`src/rtl/icache.sv`:
```
// Direct-mapped, one-word-per-frame instruction cache with a blocking COMPARE/FETCH miss FSM.
// Hits are answered combinationally; a miss fetches one word from memory and refills its frame.
module icache #(
  parameter int SETS = 16
) (
  input  logic        CLK,
  input  logic        RST,
  input  logic        imemREN,
  input  logic [31:0] imemaddr,
  output logic        ihit,
  output logic [31:0] imemload,
  output logic        iREN,
  output logic [31:0] iaddr,
  input  logic        iwait,
  input  logic [31:0] iload,
  output logic [31:0] hit_count,
  output logic [31:0] miss_count
);

  localparam int IDX_W = $clog2(SETS);
  localparam int TAG_W = 30 - IDX_W;

  localparam logic [0:0] COMPARE = 1'b0;
  localparam logic [0:0] FETCH   = 1'b1;

  typedef struct packed {
    logic [TAG_W-1:0] tag;
    logic [31:0]      data;
  } frame_t;

  frame_t            frames [SETS];
  logic [SETS-1:0]   valid;
  logic [0:0]        state;
  logic [31:0]       miss_addr;

  logic [IDX_W-1:0]  req_idx, fill_idx;
  logic [TAG_W-1:0]  req_tag, fill_tag;
  frame_t            cur;
  logic              fill_en;
  logic              unused_bits;

  assign req_idx  = imemaddr[IDX_W+1:2];
  assign req_tag  = imemaddr[31:IDX_W+2];
  assign fill_idx = miss_addr[IDX_W+1:2];
  assign fill_tag = miss_addr[31:IDX_W+2];
  assign cur      = frames[req_idx];
  // byte offset never selects anything: every frame holds exactly one word
  assign unused_bits = ^imemaddr[1:0];

  assign ihit     = (state == COMPARE) && imemREN && valid[req_idx] && (cur.tag == req_tag);
  assign imemload = ihit ? cur.data : 32'd0;
  assign iREN     = (state == FETCH);
  assign iaddr    = (state == FETCH) ? miss_addr : 32'd0;
  assign fill_en  = (state == FETCH) && !iwait;

  always_ff @(posedge CLK or posedge RST) begin
    if (RST) begin
      state      <= COMPARE;
      miss_addr  <= 32'd0;
      valid      <= '0;
      hit_count  <= 32'd0;
      miss_count <= 32'd0;
    end else begin
      if (ihit) hit_count <= hit_count + 32'd1;
      case (state)
        COMPARE: begin
          if (imemREN && !ihit) begin
            miss_addr <= {imemaddr[31:2], 2'b00};
            state     <= FETCH;
          end
        end
        default: begin
          // fill completes even if the datapath dropped or redirected its request
          if (!iwait) begin
            valid[fill_idx] <= 1'b1;
            miss_count      <= miss_count + 32'd1;
            state           <= COMPARE;
          end
        end
      endcase
    end
  end

  // Tag/data payload needs no reset; visibility is gated by valid.
  always_ff @(posedge CLK) begin
    if (fill_en) frames[fill_idx] <= '{tag: fill_tag, data: iload};
  end

endmodule

```
`config.mk`:
```
export PLATFORM = sky130hd
export DESIGN_NAME = icache
export DESIGN_NICKNAME = d
export VERILOG_FILES = /design/src/rtl/icache.sv
export SDC_FILE = /design/constraint.sdc
export NUM_CORES = 1
export LEC_CHECK = 0
export BUFFER_PORTS_ARGS = -buffer_cell sky130_fd_sc_hd__buf_4
export CAP_MARGIN = 20
export CORE_ASPECT_RATIO = 1.4
export CORE_MARGIN = 2
export CORE_UTILIZATION = 55
export DETAILED_ROUTE_END_ITERATION = 12
export PLACE_DENSITY = 0.84
export SETUP_SLACK_MARGIN = 0.4
export SYNTH_ARGS = -nofsm -noshare
export SYNTH_HDL_FRONTEND = slang
export SYNTH_SLANG_ARGS = --single-unit
```
`constraint.sdc`:
```
create_clock -name CLK -period 5.7 [get_ports CLK]
set_input_delay 0 -clock CLK [delete_from_list [all_inputs] [get_ports CLK]]
set_output_delay 0 -clock CLK [all_outputs]
set_load 0.03 [all_outputs]
```
# --- After elaboration in Yosys (flattened, before gate mapping) ---
# Memory sizes are Yosys's and may differ from the RTL's.
# Cells that the tools add are included.
op_classes:
  add_sub_neg: 2
  n_mul: 0
  div: 0
  magnitude_cmp: 3
  eq_ne: 1
  shift: 0
  mux: 11
  n_bitwise: 3
  n_reduce_logical: 10
op_table:
  columns: ["op", "count"]
  rows:
  - ["$add A32 B1 Y32 const B", 2]
  - ["$mux W32", 2]
  - ["$eq A26 B26 Y1", 1]
  - ["$or A16 B16 Y16", 1]
  - ["$lt A4 B5 Y1 const B", 2]
  - ["$mux W1", 7]
  - ["$logic_and A1 B1 Y1", 6]
  - ["$bmux W1 S4", 1]
  - ["$demux W1 S4", 1]
  - ["$ge A4 B1 Y1 const B", 1]
  - ["$reduce_and A2 Y1", 2]
  - ["$logic_not A1 Y1", 2]
  - ["$not A1 Y1", 2]
totals:
  ff_bits: 111
  latchBits: 0
  mem_bits_rw: 928
  rom_bits: 0
  in_bits: 68
  mem_count: 1
memory_table:
  columns: ["name", "words", "word_bits", "read_ports", "rd_ports_with_merged_regs", "wr", "line_no", "rtl"]
  rows:
  - ["frames", 16, 58, 1, 0, 1, "31", "frame_t frames [SETS];"]

# --- Depth between registers and ports, before layout ---
# Gate-level depths: netlist of run 1.
logic_depth:
  ltp_word: 8
  mapped_depth: 15
  depth_no_buf: 9

# --- Worst setup path after synthesis of run 1 ---
# Ideal clock, no wire load.
synth_timing:
  kind: "register to register"
  start: "register state (netlist: iREN)"
  end: "register valid[0]"
  arrival_ns: 5.946
  required_time_ns: 5.611
  setup_slack_ns: -0.335
  path_stages_with_launch: 6
  synth_period_minus_slack_ns: 6.035
  path_cell_list: "dfrtp_1 > nor2b_1 > clkbuf_1 > or3b_2 > nor3_1 > or2_2"
synth_between:
  elab_chain_len: 1
synth_lines:
  columns: ["item", "line_no", "rtl"]
  rows:
  - ["from (decl)", "33", "logic [0:0] state;"]
  - ["from (signal assigned)", "58", "state <= COMPARE;"]
  - ["from (signal assigned)", "69", "state <= FETCH;"]
  - ["from (signal assigned)", "77", "state <= COMPARE;"]
  - ["$reduce_and A2 Y1 (no line)", null, null]
  - ["to (signal assigned)", "60", "valid <= '0;"]
  - ["to (signal, indexed assignment)", "75", "valid[fill_idx] <= 1'b1;"]
  - ["to (decl)", "32", "logic [SETS-1:0] valid;"]
# No other way between the ends.
# A chain may end at the register's enable or synchronous reset.

# --- Worst setup path after layout of run 1 ---
layout_timing:
  start: "input port imemaddr[5]"
  end: "output port imemload[10]"
layout_between:
  elab_chain_len: 5
  word_cells_on_any_way: 7
  classes_between: "eq/ne: 1; mux: 3; reduce/logical: 2; memory: 1"
layout_lines:
  columns: ["item", "line_no", "rtl"]
  rows:
  - ["from (decl)", "9", "input logic [31:0] imemaddr,"]
  - ["branches (longest 4 deep; another with $mem_v2 Z16 W58)", null, null]
  - ["$mux W32 (*)", "51", "assign imemload = ihit ? cur.data : 32'd0;"]
  - ["to (decl)", "11", "output logic [31:0] imemload,"]
# Every way passes the cells marked *. The select of a mux whose other input is x is not followed.

==> results of run 1 <==
## power by group through the flow
| stage | Combinational (uW) | Sequential, uW | Clock (uW) |
|---|---|---|---|
| 2_1_floorplan | 776 | 9140 | 0 |
| 3_3_place_gp | 1230 | 9160 | 0 |
| 3_5_place_dp | 1270 | 9220 | 0 |
| 4_1_cts | 1330 | 9070 | 6440 |
| 5_1_grt | 1380 | 9110 | 6690 |
| 6_report | 1320 | 9070 | 6380 |
## synth_stat cells (all sizes together) (3+ instances only)
| library cell | instances |
|---|---|
| and2 | 31 |
| nor4b | 6 |
| nor2b | 39 |
| edfxtp | 928 |
| xor2 | 43 |
| or2 | 17 |
| a211oi | 5 |
| mux2 | 34 |
| nand2 | 40 |
| nand4 | 9 |
| o21ai | 3 |
| a22oi | 3 |
| a21oi | 6 |
| nand2b | 4 |
| nand3 | 22 |
| buf | 56 |
| nor3 | 15 |
| dfrtp | 111 |
| nor4 | 10 |
| xnor2 | 44 |
| o22ai | 3 |
| mux4 | 272 |
| inv | 11 |
| mux2i | 39 |
| nor2 | 34 |
| and3 | 17 |
| and4 | 4 |
| clkbuf | 34 |
## state kept, by name, summed over array words and instances, names as in the netlist
signal / cells
frames: 928
hit_count: 32
miss_count: 32
miss_addr: 30
valid: 16
iREN: 1
## metrics by stage
step	cells	setup WS [ns]	utilization (%)	power (uW)	hold slack (ns)
2_1_floorplan	1858	1.25	-	9910	0.0989
3_3_place_gp	2953	1.53	59.5	10400	0.0955
3_5_place_dp	2953	1.43	59.5	10500	0.112
4_1_cts	3192	1.15	64.6	16800	0.0841
5_1_grt	3193	0.953	64.7	17200	0.114
6_report	3193	1.13	64.7	16800	0.109
## layout make-up
type | count | area (um2)
Antenna cell | 1 | 2.50
Clock buffer | 120 | 2590
Clock inverter | 57 | 524
Fill cell | 4548 | 25800
Inverter | 12 | 48.8
Multi-Input combinational cell | 717 | 9600
Sequential cell | 1039 | 30600
Tap cell | 952 | 1190
Timing Repair Buffer | 295 | 2530
## cell usage in the layout (no fill, tap or decap), drive strengths merged, types with 4 or more instances in the layout
cell type	n
and2	31
nor4b	6
xor2	43
nor2b	39
inv	16
nor4	10
a211oi	5
clkinvlp	5
xnor2	44
a21oi	6
nand2b	4
edfxtp	928
or2	17
and4	4
nand2	40
clkinv	41
dlygate4sd3	62
nand3	22
nand4	9
clkbuf	120
mux4	272
dfrtp	111
bufinv	7
mux2	34
nor2	34
and3	17
buf	233
nor3	15
mux2i	39
## path summary, 6_finish.rpt
check	startpoint	end	slack (ns)	cells after the start
max	imemaddr[5]	imemload[10]	1.13	13
min in group asynchronous	RST	miss_count[27]	0.57	4
min	iwait	iREN	0.11	4
max in group asynchronous	RST	valid[0]	3.70	5
max reg2reg	frames[0][41]	hit_count[16]	1.87	9
min reg2reg	valid[15]	valid[15]	0.47	1
## routing by layer
metal	up-vias	share of wire, %
met2	1264	53
met3	260	8.1
met4	2	4.7
li1	8209	-
met5	-	0.013
met1	10701	34
## kinds of logic after synthesis
logic type      after synthesis
other cells                   1
compound gates               29
fa+ha+maj                     2
simple gates                252
flops                      1039
mux                         345
buf+inv                     102
xor+xnor                     87
## worst max-delay path, cell delays in order
cell and delay (ns):
dlygate4sd3_1 0.52, buf_4 0.31, clkinv_2 0.53, buf_4 0.50, mux2i_1 0.24, mux2i_1 0.11
xnor2_1 0.27, nand4_1 0.22, nor4b_2 0.43, nand4_4 0.14, buf_4 0.40, nor2b_1 0.42
buf_4 0.22
==> out/qor.txt, run 1 <==
outcome = complete, no violations
Max IR drop VDD = 0.252 mV
largest family of logic cells by synthesized area = multiplexers
post-CTS setup buffers = 0
Fin. Hold Viols = 0
GRT Overall Usage = 26.3%
Seq/Total Area, Yosys = 75.5%
design area = 47100 um2
clk_skew = 0.0268 ns
grt met3 use = 3.87%
Tightest Pin Transition = 1.13 ns
number of flops mapped to enable cells by yosys = 928
FF+latch count, synth = 1039
CTS H-tree lvls = 3
TritonCTS Sinks = 1039
Synth Flop Type = edfxtp_1
switching share of power = 23.1%
IO Port Bufs = 193
Final Cycle Share = 80.2%
met1 usage = 32.2%
mux contribution to synthesized area = 17.0%
CTS root buf = clkbuf_16
die area = 76100 um2
initial core utilization = 55.7%
cts hold-fix bufs = 62
Resize count post-CTS = 0
area growth from synthesis to layout = 16.1%
RSZ-0062 raised after global routing = false
Via Count = 20436
Synth Area in Adders = 0.0616%
cell count after synthesis = 1857
Worst EP required = 5.70 ns
Slew Limit Fails = 0
DPL Wire Length = 51100 um
fraction of layout cells with a size suffix above 1 = 33.3%
Vert. Die Dim = 326 um
Synth Area in Simple Gates = 3.80%
clk_lat worst skew = 0.68 ns
cell internal pwr = 12900 uW
Setup Viol. Count Final = 0
number of global-route vias before repair = 21739
CP Launch Type = input port
Starting DRT DRC Count = 2327
Detail Route Antenna Nets = 0
minimum clock period = 4.57 ns
die span in x = 234 um
Yosys top cell area share = 68.6%
Synth Area in Compound Gates = 0.484%
setup TNS = 0 ns
Nets = 2230
largest net degree at the start of global routing = 77
CTS tree = built
register share of total power = 54.1%
grt met2 use = 45.6%
post-synthesis cell type count = 53
P_leak = 0.0160 uW
PwrDens = 356 nW/um2
Clock Pin Slew Worst Setup and Hold Paths = 0.06 ns
max_cap viols = 0
Tightest Hold Check Type = input port to register
slew margin rel. = 24.9%
XOR/XNOR Fraction of Synth Area = 1.88%
wire per inst = 30.8 um
DRC = 0
NetSw = 3880 uW
Crit. End Element = output pin
TritonRoute pass-1 iters = 5
FP Rows = 117
GPL Wtd Cong = 0.778
ranking of synthesized cells by area = edfxtp_1, mux4_2, dfrtp_1, mux2i_1, xnor2_1
GRT overflow = 0
kind of critical path = input port to output pin
initial antenna violation count = 3
Placed Area = 43400 um2
mapped cell area = 40600 um2
Max Fclk = 219 MHz
Logic pwr share = 7.9%
Clk network pwr share = 38.0%
average size of a mapped cell = 21.9 um2
CP arrival = 4.57 ns
first-pass GRT wire length = 144000 um
Max Root-Sink Buffers = 3
Async S/R FF share, synth = 10.7%
core box area = 72900 um2
io pins = 198
Total Wirelength = 98300 um
gr busiest metal = met2
cell taking the most area after synthesis = edfxtp_1
critical path fanouts, max = 65
synth warn = 0
via/cell ratio = 6.40
CTS Buf Count = 95
Note: power is estimated with default switching activity, not from simulation.
==> run 2, diff against run 1 <==
--- a/config.mk
+++ b/config.mk
@@ -9,9 +9,9 @@
 export CAP_MARGIN = 20
 export CORE_ASPECT_RATIO = 1.4
 export CORE_MARGIN = 2
-export CORE_UTILIZATION = 55
+export CORE_UTILIZATION = 61
 export DETAILED_ROUTE_END_ITERATION = 12
-export PLACE_DENSITY = 0.84
+export PLACE_DENSITY = 0.87
 export SETUP_SLACK_MARGIN = 0.4
 export SYNTH_ARGS = -nofsm -noshare
 export SYNTH_HDL_FRONTEND = slang
==> constraint.sdc (replaced) <==
create_clock -name CLK -period 4.5 [get_ports CLK]
set_input_delay 0 -clock CLK [delete_from_list [all_inputs] [get_ports CLK]]
set_output_delay 0 -clock CLK [all_outputs]
set_load 0.03 [all_outputs]
==> out/qor.txt, run 2 (synthesized netlist as in run 1, its figures left out) <==
Cells after DPL = 2862
CP Launch Type = register
Hold Path End = miss_addr[2]
first-pass GRT wire length = 146000 um
die span in x = 222 um
io pins = 198
Max Fclk = 240 MHz
Top reg by flops = frames
GPL Wtd Cong = 0.786
FP Rows = 111
Via Count = 20696
Final Cycle Share = 92.5%
R2R Path End = miss_addr[9]
commonest non-fill, non-tap cells in the layout = edfxtp_1, mux4_2, buf_4, dfrtp_1, clkbuf_16
slew margin rel. = 32.9%
wire per inst = 32.2 um
CP arrival = 4.16 ns
commonest non-fill, non-tap cell in the layout = edfxtp_1
minimum clock period = 4.16 ns
die area = 68700 um2
Nets = 2240
Slew Limit Fails = 0
Tightest Hold Check Type = input port to register
Setup Viol. Count Final = 0
Max Root-Sink Buffers = 3
Clock Pin Slew Worst Setup and Hold Paths = 0.07 ns
CTS root buf = clkbuf_16
Hold Path Origin = imemaddr[2]
PwrDens = 448 nW/um2
DRC = 0
RSZ-0062 raised after global routing = false
Non-Filler Instances = 3090
IO Port Bufs = 193
R2R Setup Slk = 0.78 ns
Detail Route Antenna Nets = 0
clk_skew = 0.0197 ns
Crit. End Element = output pin
hold path cells = 2
clk_lat worst skew = 0.65 ns
TritonRoute pass-1 iters = 5
Fin. Hold Viols = 0
kind of critical path = register to output pin
initial antenna violation count = 2
GRT Overall Usage = 29.7%
number of global-route vias before repair = 21876
core box area = 65700 um2
Vert. Die Dim = 309 um
Total Wirelength = 99700 um
Tightest Pin Transition = 1.01 ns
Regs by FF count = frames (928), hit_count (32), miss_count (32)
CTS tree = built
largest net degree at the start of global routing = 111
area growth from synthesis to layout = 15.6%
CTS H-tree lvls = 3
DPL Wire Length = 50600 um
max reg flops = 928
initial core utilization = 61.8%
Worst EP required = 4.50 ns
GRT overflow = 0
worst reg-to-reg path cell count = 8
P_leak = 0.0160 uW
Starting DRT DRC Count = 2568
setup TNS = 0 ns
outcome = complete, no violations
Critical R2R Launch = frames[11][32]
fraction of layout cells with a size suffix above 1 = 33.0%
via/cell ratio = 6.70
TritonCTS Sinks = 1039
critical path fanouts, max = 33
max_cap viols = 0
Max IR drop VDD = 0.349 mV
CTS Buf Count = 92
[run 2: power by group]
part	total (uW)	leakage (uW)	internal, uW	switching [uW]
sequential	11500	0.00977	11100	421
clock	7820	0.00145	4390	3430
combinational	1690	0.00482	738	949
[run 2: worst max-delay path by stage]
stage                    from             to  slack [ns]  cells past startpoint
5_1_grt        frames[11][41]    imemload[7]        0.41                      9
4_1_cts        frames[14][43]    imemload[7]        0.44                      9
2_1_floorplan            iREN  frames[12][0]        0.03                      4
3_5_place_dp      imemaddr[4]    imemload[3]        0.70                     12
6_report       frames[11][32]    imemload[7]        0.34                      8
3_3_place_gp      imemaddr[2]    imemload[3]        0.81                     11
[run 2: critical path, stage by stage (launching register included)]
cell and delay [ns]:
edfxtp_1 0.41, mux4_2 0.50, mux4_2 0.49, xnor2_1 0.73, and4_1 0.40, nand4_4 0.16
buf_6 0.31, nor2b_1 0.29, buf_4 0.22
[run 2: per-stage QoR]
step	cell area, um2	util [%]	worst slack (ns)	power [uW]	hold slack [ns]
final	47000	71.5	0.338	21000	0.0439
after global routing	46900	71.5	0.405	21600	0.0857
after CTS	46900	71.5	0.440	21100	0.0390
after detailed placement	43400	66.0	0.702	13300	0.219
after global placement	43400	66.0	0.811	13200	0.210
after floorplan	40600	-	0.0294	12600	0.0989
[run 2: area by class of cell]
cell class | instances | area [um2]
Tap cell | 847 | 1060
Timing Repair Buffer | 308 | 2630
Multi-Input combinational cell | 717 | 9610
Sequential cell | 1039 | 30600
Clock buffer | 119 | 2510
Fill cell | 3624 | 18700
Inverter | 12 | 48.8
Clock inverter | 46 | 440
Antenna cell | 2 | 5.00
[run 2: timing repair]
action	4_1_cts	5_1_grt
endpoints found under the setup margin	6	0
gates resized for setup	5	0
setup buffers	0	0
hold endpoints to repair	607	0
hold buffers	61	0
[run 2: layer usage]
metal  GRT usage (%)  vias to the layer above  share of wire, %
li1                -                     8219                 -
met1            36.7                    10699                33
met2            52.4                     1465                53
met3            4.34                      313               9.1
met4            13.9                        0               4.8
met5               0                        -                 0
==> run 3, diff against run 2 <==
==> constraint.sdc (replaced) <==
create_clock -name CLK -period 4.5 [get_ports CLK]
set_input_delay 0.225 -clock CLK [delete_from_list [all_inputs] [get_ports CLK]]
set_output_delay 0.225 -clock CLK [all_outputs]
set_load 0.03 [all_outputs]
==> out/qor.txt, run 3 (synthesized netlist as in run 1, its figures left out) <==
setup TNS = 0 ns
largest net degree at the start of global routing = 79
DRC = 0
Via Count = 20869
Tightest Hold Check Type = input port to register
initial core utilization = 61.8%
Placed Area = 43400 um2
via/cell ratio = 6.74
Hold Path Origin = imemaddr[2]
Hold Path End = miss_addr[2]
area growth from synthesis to layout = 15.9%
kind of critical path = register to output pin
R2R Path End = hit_count[24]
fraction of layout cells with a size suffix above 1 = 33.3%
Crit. End Element = output pin
GPL Wtd Cong = 0.794
TritonCTS Sinks = 1039
die span in x = 222 um
n_diodes = 0
Total Wirelength = 102000 um
hold path cells = 2
Worst EP required = 4.28 ns
CP arrival = 3.88 ns
Vert. Die Dim = 309 um
Fin. Hold Viols = 0
IO Port Bufs = 193
minimum clock period = 4.10 ns
outcome = complete, no violations
DPL Wire Length = 50800 um
commonest non-fill, non-tap cell in the layout = edfxtp_1
RSZ-0062 raised after global routing = false
GRT overflow = 0
Max Fclk = 244 MHz
P_leak = 0.0161 uW
core box area = 65700 um2
CP Launch Type = register
Setup Viol. Count Final = 0
CTS Buf Count = 89
Nets = 2246
Top reg by flops = frames
wire per inst = 32.8 um
FP Rows = 111
die area = 68700 um2
Critical R2R Launch = frames[7][43]
Max IR drop VDD = 0.645 mV
Tightest Pin Transition = 1.14 ns
CTS H-tree lvls = 3
design area = 47100 um2
number of global-route vias before repair = 21861
CTS root buf = clkbuf_16
clk_skew = 0.0260 ns
Detail Route Antenna Nets = 0
first-pass GRT wire length = 148000 um
Regs by FF count = frames (928), hit_count (32), miss_count (32)
max reg flops = 928
worst reg-to-reg path cell count = 10
R2R Setup Slk = 0.70 ns
Final Cycle Share = 91.1%
initial antenna violation count = 1
io pins = 198
CTS tree = built
Max Root-Sink Buffers = 3
GRT Overall Usage = 30.1%
Starting DRT DRC Count = 2685
critical path fanouts, max = 7
PwrDens = 449 nW/um2
Slew Limit Fails = 0
Clock Pin Slew Worst Setup and Hold Paths = 0.07 ns
clk_lat worst skew = 0.65 ns
commonest non-fill, non-tap cells in the layout = edfxtp_1, mux4_2, buf_4, dfrtp_1, clkbuf_16
slew margin rel. = 24.2%
max_cap viols = 0
TritonRoute pass-1 iters = 5
## run 3: cell type report
cell class	instances	area, um2
sequential	1039	30600
tap	847	1060
timing repair buffer	317	2740
fill	3536	18600
multi-input combinational	717	9620
clock inverter	50	563
inverter	12	48.8
clock buffer	114	2400
## run 3: timing repair
item                       4_1_cts  5_1_grt
hold endpoints to repair       616        0
buffers inserted                 1        0
hold buffers                    60        0
setup endpoints to repair       24       32
pin swaps                        3        2
gates resized for setup          3        1
## run 3: metal layers
layer	global-route usage, %	wire length, um
met3	4.14	9560
met5	0	8
met1	37.9	33900
met2	52.1	53000
met4	15.3	5020
## run 3: worst max-delay path by stage
stage | depth (start not counted) | start | end
floorplan | 4 | iREN | frames[12][0]
global placement | 12 | imemaddr[2] | miss_addr[23]
detailed placement | 12 | imemaddr[2] | miss_addr[29]
CTS | 10 | frames[10][39] | imemload[30]
global route | 9 | frames[9][43] | imemload[18]
finish | 9 | frames[7][43] | imemload[26]
## run 3: worst max-delay path: stages, from the launching register on
cell      delay [ns]
edfxtp_1        0.46
mux4_2          0.56
mux4_2          0.53
xnor2_1         0.19
nand4_1         0.35
nor4_4          0.32
nand4_4         0.19
buf_4           0.24
nor2b_1         0.18
buf_4           0.20
## run 3: where the power goes
part	internal, uW	total, uW	switching (uW)
logic	748	1710	962
registers	11100	11500	430
clock network	4430	7930	3500
## run 3: per-stage QoR
step / utilization (%) / worst slack, ns / std cells / total power, uW / hold slack (ns)
2_1_floorplan: - / 0.0294 / 1858 / 12600 / 0.324
3_3_place_gp: 66.1 / 0.545 / 2868 / 13200 / 0.440
3_5_place_dp: 66.1 / 0.440 / 2868 / 13300 / 0.447
4_1_cts: 71.5 / 0.441 / 3093 / 21200 / 0.158
5_1_grt: 71.7 / 0.435 / 3096 / 21600 / 0.182
6_report: 71.7 / 0.399 / 3096 / 21200 / 0.176
